==> config.mk <==
export PLATFORM = sky130hd
export DESIGN_NAME = acc_bank
export DESIGN_NICKNAME = d
export VERILOG_FILES = /design/src/rtl/acc_bank.sv
export SDC_FILE = /design/constraint.sdc
export NUM_CORES = 2
export LEC_CHECK = 0
export ABC_AREA = 1
export CAP_MARGIN = 15
export CORE_MARGIN = 2
export CORE_UTILIZATION = 50
export DETAILED_ROUTE_END_ITERATION = 7
export PLACE_DENSITY = 0.72
export SLEW_MARGIN = 20
export SYNTH_ARGS = -nofsm -noshare
export SYNTH_HDL_FRONTEND = slang
export SYNTH_SLANG_ARGS = --single-unit
==> constraint.sdc <==
create_clock -name clk -period 12.7 [get_ports clk]
set_clock_uncertainty 0.15 [all_clocks]
set_input_delay 3.81 -clock clk [delete_from_list [all_inputs] [get_ports clk]]
set_output_delay 3.81 -clock clk [all_outputs]
set_load 0.05 [all_outputs]
==> src/rtl/acc_bank.sv <==
// Multi-lane, multi-slot interleaved accumulator bank with flush drain.
// Define ACC_BANK_SAT_EN for saturating adds with per-lane sticky flags.
module acc_bank #(
    parameter int WIDTH_IN  = 16,
    parameter int WIDTH_ACC = 32,
    parameter int LANES     = 4,
    parameter int DEPTH     = 4
) (
    input  logic                         clk,
    input  logic                         reset,
    input  logic                         in_valid,
    output logic                         in_ready,
    input  logic [LANES*WIDTH_IN-1:0]    in_data,
    input  logic                         in_first,
    input  logic                         in_last,
    input  logic [$clog2(DEPTH)-1:0]     depth_sel,
    input  logic                         flush,
    output logic                         out_valid,
    input  logic                         out_ready,
    output logic [LANES*WIDTH_ACC-1:0]   out_data,
    output logic [$clog2(DEPTH)-1:0]     out_slot,
    output logic [LANES-1:0]             out_sat
);

    localparam int SW = $clog2(DEPTH);

    typedef enum logic [1:0] {
        RUN,
        FLUSH,
        DRAIN
    } state_t;

    state_t r_state;
    state_t w_state_nxt;

    logic [SW-1:0] r_ptr;
    logic [SW-1:0] r_fidx;
    logic [SW-1:0] r_fdepth;
    logic [SW-1:0] w_dsel;

    logic signed [WIDTH_ACC-1:0] r_acc [DEPTH][LANES];
    logic signed [WIDTH_ACC-1:0] w_x   [LANES];
    logic signed [WIDTH_ACC-1:0] w_sum [LANES];

    logic                       r_out_valid;
    logic [LANES*WIDTH_ACC-1:0] r_out_data;
    logic [SW-1:0]              r_out_slot;

    logic w_out_free;
    logic w_beat;
    logic w_emit;
    logic w_flush_go;
    logic w_capture;

    // Clip the requested depth so a non-power-of-two DEPTH never indexes past the bank.
    assign w_dsel = (int'(depth_sel) > DEPTH - 1) ? SW'(DEPTH - 1) : depth_sel;

    assign w_out_free = !r_out_valid || out_ready;
    assign in_ready   = (r_state == RUN) && w_out_free && !reset;
    assign w_beat     = in_valid && in_ready;
    assign w_capture  = w_beat && in_last;
    assign w_emit     = (r_state == FLUSH) && w_out_free;
    assign w_flush_go = (r_state == RUN) && flush;

    assign out_valid = r_out_valid;
    assign out_data  = r_out_data;
    assign out_slot  = r_out_slot;

    always_ff @(posedge clk) begin
        if (reset) begin
            r_state <= RUN;
        end else begin
            r_state <= w_state_nxt;
        end
    end

    always_comb begin
        w_state_nxt = r_state;
        unique case (r_state)
            RUN: begin
                if (flush) begin
                    w_state_nxt = FLUSH;
                end
            end
            FLUSH: begin
                if (w_out_free && (r_fidx == r_fdepth)) begin
                    w_state_nxt = DRAIN;
                end
            end
            DRAIN: begin
                if (out_ready) begin
                    w_state_nxt = RUN;
                end
            end
            default: begin
                w_state_nxt = RUN;
            end
        endcase
    end

`ifdef ACC_BANK_SAT_EN
    localparam logic signed [WIDTH_ACC-1:0] ACC_MAX = {1'b0, {(WIDTH_ACC-1){1'b1}}};
    localparam logic signed [WIDTH_ACC-1:0] ACC_MIN = {1'b1, {(WIDTH_ACC-1){1'b0}}};

    logic signed [WIDTH_ACC:0] w_wide [LANES];
    logic [LANES-1:0]          w_ovf;
    logic [LANES-1:0]          w_nflag;
    logic [LANES-1:0]          r_flag [DEPTH];
    logic [LANES-1:0]          r_out_sat;

    always_comb begin
        w_ovf   = '0;
        w_nflag = '0;
        for (int l = 0; l < LANES; l++) begin
            w_x[l]    = WIDTH_ACC'($signed(in_data[l*WIDTH_IN +: WIDTH_IN]));
            w_wide[l] = (WIDTH_ACC+1)'(r_acc[r_ptr][l]) + (WIDTH_ACC+1)'(w_x[l]);
            if (in_first) begin
                w_sum[l] = w_x[l];
            end else if (w_wide[l][WIDTH_ACC] != w_wide[l][WIDTH_ACC-1]) begin
                w_sum[l] = w_wide[l][WIDTH_ACC] ? ACC_MIN : ACC_MAX;
                w_ovf[l] = 1'b1;
            end else begin
                w_sum[l] = w_wide[l][WIDTH_ACC-1:0];
            end
            w_nflag[l] = in_first ? w_ovf[l] : (r_flag[r_ptr][l] | w_ovf[l]);
        end
    end

    // Sticky overflow flags travel with the slot and reset on load or emission.
    always_ff @(posedge clk) begin
        if (reset) begin
            for (int d = 0; d < DEPTH; d++) begin
                r_flag[d] <= '0;
            end
            r_out_sat <= '0;
        end else begin
            if (w_beat) begin
                r_flag[r_ptr] <= in_last ? '0 : w_nflag;
                if (in_last) begin
                    r_out_sat <= w_nflag;
                end
            end
            if (w_emit) begin
                r_out_sat      <= r_flag[r_fidx];
                r_flag[r_fidx] <= '0;
            end
        end
    end

    assign out_sat = r_out_sat;
`else
    always_comb begin
        for (int l = 0; l < LANES; l++) begin
            w_x[l] = WIDTH_ACC'($signed(in_data[l*WIDTH_IN +: WIDTH_IN]));
            if (in_first) begin
                w_sum[l] = w_x[l];
            end else begin
                w_sum[l] = r_acc[r_ptr][l] + w_x[l];
            end
        end
    end

    assign out_sat = '0;
`endif

    always_ff @(posedge clk) begin
        if (reset) begin
            for (int d = 0; d < DEPTH; d++) begin
                for (int l = 0; l < LANES; l++) begin
                    r_acc[d][l] <= '0;
                end
            end
            r_ptr       <= '0;
            r_fidx      <= '0;
            r_fdepth    <= '0;
            r_out_valid <= 1'b0;
            r_out_data  <= '0;
            r_out_slot  <= '0;
        end else begin
            if (w_beat) begin
                r_ptr <= (r_ptr >= w_dsel) ? '0 : r_ptr + 1'b1;
                for (int l = 0; l < LANES; l++) begin
                    r_acc[r_ptr][l] <= in_last ? '0 : w_sum[l];
                end
                if (in_last) begin
                    for (int l = 0; l < LANES; l++) begin
                        r_out_data[l*WIDTH_ACC +: WIDTH_ACC] <= w_sum[l];
                    end
                    r_out_slot <= r_ptr;
                end
            end
            // Any coincident beat is already folded in above; the drain restarts at slot 0.
            if (w_flush_go) begin
                r_ptr    <= '0;
                r_fidx   <= '0;
                r_fdepth <= w_dsel;
            end
            if (w_emit) begin
                for (int l = 0; l < LANES; l++) begin
                    r_out_data[l*WIDTH_ACC +: WIDTH_ACC] <= r_acc[r_fidx][l];
                    r_acc[r_fidx][l] <= '0;
                end
                r_out_slot <= r_fidx;
                r_fidx     <= r_fidx + 1'b1;
            end
            r_out_valid <= w_capture || w_emit || (r_out_valid && !out_ready);
        end
    end

endmodule

==> results.py <==
metrics = {
    "run_status": {
        "status": "completed",
    },
    "sta": {
        "rsz0062_at_grt": "false",
        "worst_pin_slew_ns": 1.17,
        "min_period_ns": 9.77,
        "timing.slew.headroom_pct": 21.8,
        "final_hold_viol_count": 0,
        "setup_tns_ns": 0,
        "max_freq_mhz": 102,
        "slew_viol_final": 0,
        "fin_crit_sh_pct": 76.9,
        "finalSetupViolCount": 0,
    },
    "clock_tree": {
        "ctsResizeCount": 0,
        "hold_buffers": 0,
        "numClockSinks": 655,
        "numCtsBuffers": 75,
        "postCtsSetupRepairBufs": 0,
        "clockBufferDepth": 3,
        "cts_root_buffer": "clkbuf_16",
        "insertion_delay_ns": 0.63,
        "h-tree-depth": 3,
        "clk_pin_slew_ns": 0.05,
        "cts_tree": "built",
    },
    "global_route": {
        "grt_max_degree": 190,
        "grt_first_pass_wirelength_um": 214000,
        "met3_usage_pct": 5.39,
        "grt.busiest_layer": "met2",
        "grt_pass1_vias": 38600,
        "antenna_found_initial": 2,
        "use_met2_pct": 51.8,
        "grt_overflow": 0,
        "gr-usage-met1_pct": 41.2,
        "grt_usage_pct": 31.5,
    },
    "worst_hold_path": {
        "worstHoldPathType": "register to register",
        "holdCritStartpoint": "r_fdepth[1]",
    },
    "run": {
        "drv_cap": 0,
    },
    "worst_setup_path": {
        "end_kind": "output port",
        "cp_slowest_cell": "clkdlybuf4s50_1",
        "crit_start": "reset",
        "cp_max_fo": 80,
        "worstSetupPathType": "primary input to output port",
        "required_ns": 8.74,
        "crit_family": "buffers and inverters",
        "cp.buffers_inverters": 3,
        "path_cells": "buf_6 > inv_2 > nand3_1 > nor2_2 > clkdlybuf4s50_1",
        "crit_arrival_ns": 5.81,
        "startpoint_type": "primary input",
        "slowest_delay_ns": 0.71,
    },
    "floorplan": {
        "coreArea_um2": 83600,
        "io_pins": 209,
        "die_area_um2": 86500,
        "die_h_um": 294,
        "rows": 106,
        "dieWidth_um": 294,
        "start_util_pct": 50.4,
    },
    "routing": {
        "vias_per_cell": 5.79,
        "first_pass_iters": 5,
        "drtAntennaViolNets": 0,
        "vias": 41000,
        "drcViolationCount": 0,
        "drt_iter0_drc": 4530,
        "drt-total-wl_um": 140000,
        "post_drt_wl_per_cell_um": 19.8,
    },
    "placed_design": {
        "dpl.hpwl_um": 83900,
        "place_congestion": 0.955,
        "port_buffers": 204,
    },
    "final_layout": {
        "area_growth_pct": 11.5,
        "post-route-util_pct": 56.2,
        "fin_nets": 6135,
        "drive_above_1_share_pct": 3.42,
    },
    "logic_synthesis": {
        "synth.top_cell.area_share_pct": 36.5,
        "synth_edf_count": 512,
        "seq_area_frac_synth_pct": 43.3,
        "async_reset_ff_share_pct": 0,
        "yosysWarnings": 0,
        "synthTopCellsByArea": "edfxtp_1 37%, nand2_1 13%, nor2_1 8.7%",
        "syn_area_per_cell_um2": 7.09,
        "synth_area_um2": 42100,
        "synth_ff_type": "edfxtp_1",
        "syn_inst": 5937,
        "ys_types": 44,
        "ys_ff_latch": 655,
        "yosysTopAreaCell": "edfxtp_1",
    },
    "power": {
        "cellLeakagePower_uw": 0.0205,
        "power.density_nw_per_um2": 142,
        "vdd_drop_max_v": 0.0000995,
    },
}
==> metal layers <==
| layer | share of wire, % | vias up |
|---|---|---|
| met3 | 11 | 287 |
| met5 | 0 | - |
| met1 | 40 | 19000 |
| met2 | 46 | 2264 |
| li1 | - | 19400 |
| met4 | 3.5 | 0 |
==> final timing paths <==
path	cells after the start	slack [ns]	to
worst min register to register	2	0.33	r_fdepth[1]
worst max-delay path	5	2.93	in_ready
worst max register to register	17	7.23	r_acc[3][52]
worst min-delay path	2	0.33	r_fdepth[1]
==> power breakdown <==
group	switching, µW	total (µW)	internal [µW]
clock network	901	2130	1230
registers	101	2580	2470
logic	1380	1960	584
==> stage by stage <==
stage / hold WS, ns / instance area [µm²] / power [µW] / std cells / setup slack, ns
after floorplan: 0.295 / 42100 / 3970 / 5940 / 4.10
after global placement: 0.302 / 44600 / 4520 / 6935 / 2.94
after detailed placement: 0.321 / 44600 / 4540 / 6935 / 2.94
after CTS: 0.329 / 46900 / 6640 / 7071 / 2.94
after global routing: 0.341 / 47000 / 6990 / 7072 / 2.84
final: 0.328 / 47000 / 6670 / 7073 / 2.93
==> synth_stat cells, drive strengths merged (3+ instances only) <==
master,instances
a21o,5
a21oi,338
a221o,4
a22o,19
a31oi,47
and2,3
buf,134
clkbuf,195
clkinv,7
dfxtp,143
edfxtp,512
fa,4
ha,126
inv,694
mux2i,5
nand2,1465
nand3,517
nand3b,6
nand4,6
nor2,981
nor3,10
o211ai,22
o21ai,528
o21bai,10
o22ai,101
or2,19
xnor2,20
xor2,6
==> area by class of cell <==
type / instances / area [µm²]
timing repair buffer: 244 / 2400
clock buffer: 101 / 2080
fill: 7826 / 36600
inverter: 701 / 2670
clock inverter: 35 / 289
tap: 1080 / 1350
multi-input combinational: 4255 / 19900
antenna: 2 / 5.00
sequential: 655 / 18200
==> sequential cells by signal (all words and copies together), names as in the netlist, named ones only <==
signal,count
out_data,128
out_slot,2
out_valid,1
r_acc,512
r_fdepth,2
r_fidx,2
r_ptr,2
r_state,2
==> cells in the final DEF (no fill, tap or decap), drive strengths merged, types with 5 or more instances in the layout <==
cell type         n
a21o              5
a21oi           338
a22o             19
a31oi            47
buf              42
clkbuf          101
clkdlybuf4s50   202
clkinv           29
dfxtp           143
edfxtp          512
ha              126
inv             699
mux2i             5
nand2          1465
nand3           517
nand3b            6
nand4             6
nor2            981
nor3             10
o211ai           22
o21ai           528
o21bai           10
o22ai           101
or2              19
xnor2            20
xor2              6
==> worst reg2reg max path, cell delays in order, from the launching register on <==
cell	delay, ns
dfxtp_4	0.57
inv_8	0.79
buf_4	1.08
a21oi_1	0.15
o21ai_0	0.11
o21ai_0	0.15
ha_1	0.27
fa_1	0.49
nand3_1	0.10
nand3_1	0.23
nand3_1	0.15
nand3_1	0.20
nand3_1	0.18
nand2_1	0.07
nand2_1	0.06
nand3_1	0.14
nand3_1	0.24
nor2_1	0.07
==> cells by family after synthesis <==
logic type / synth area share [%]
AO/OA/AOI/OAI: 13.8
XOR/XNOR: 0.541
adder cells (fa/ha/maj): 3.93
buffers and inverters: 9.61
flip-flops: 43.3
multiplexers: 0.119
other: 0.00891
AND/OR/NAND/NOR: 28.7
(Power assumes the default switching activity.)
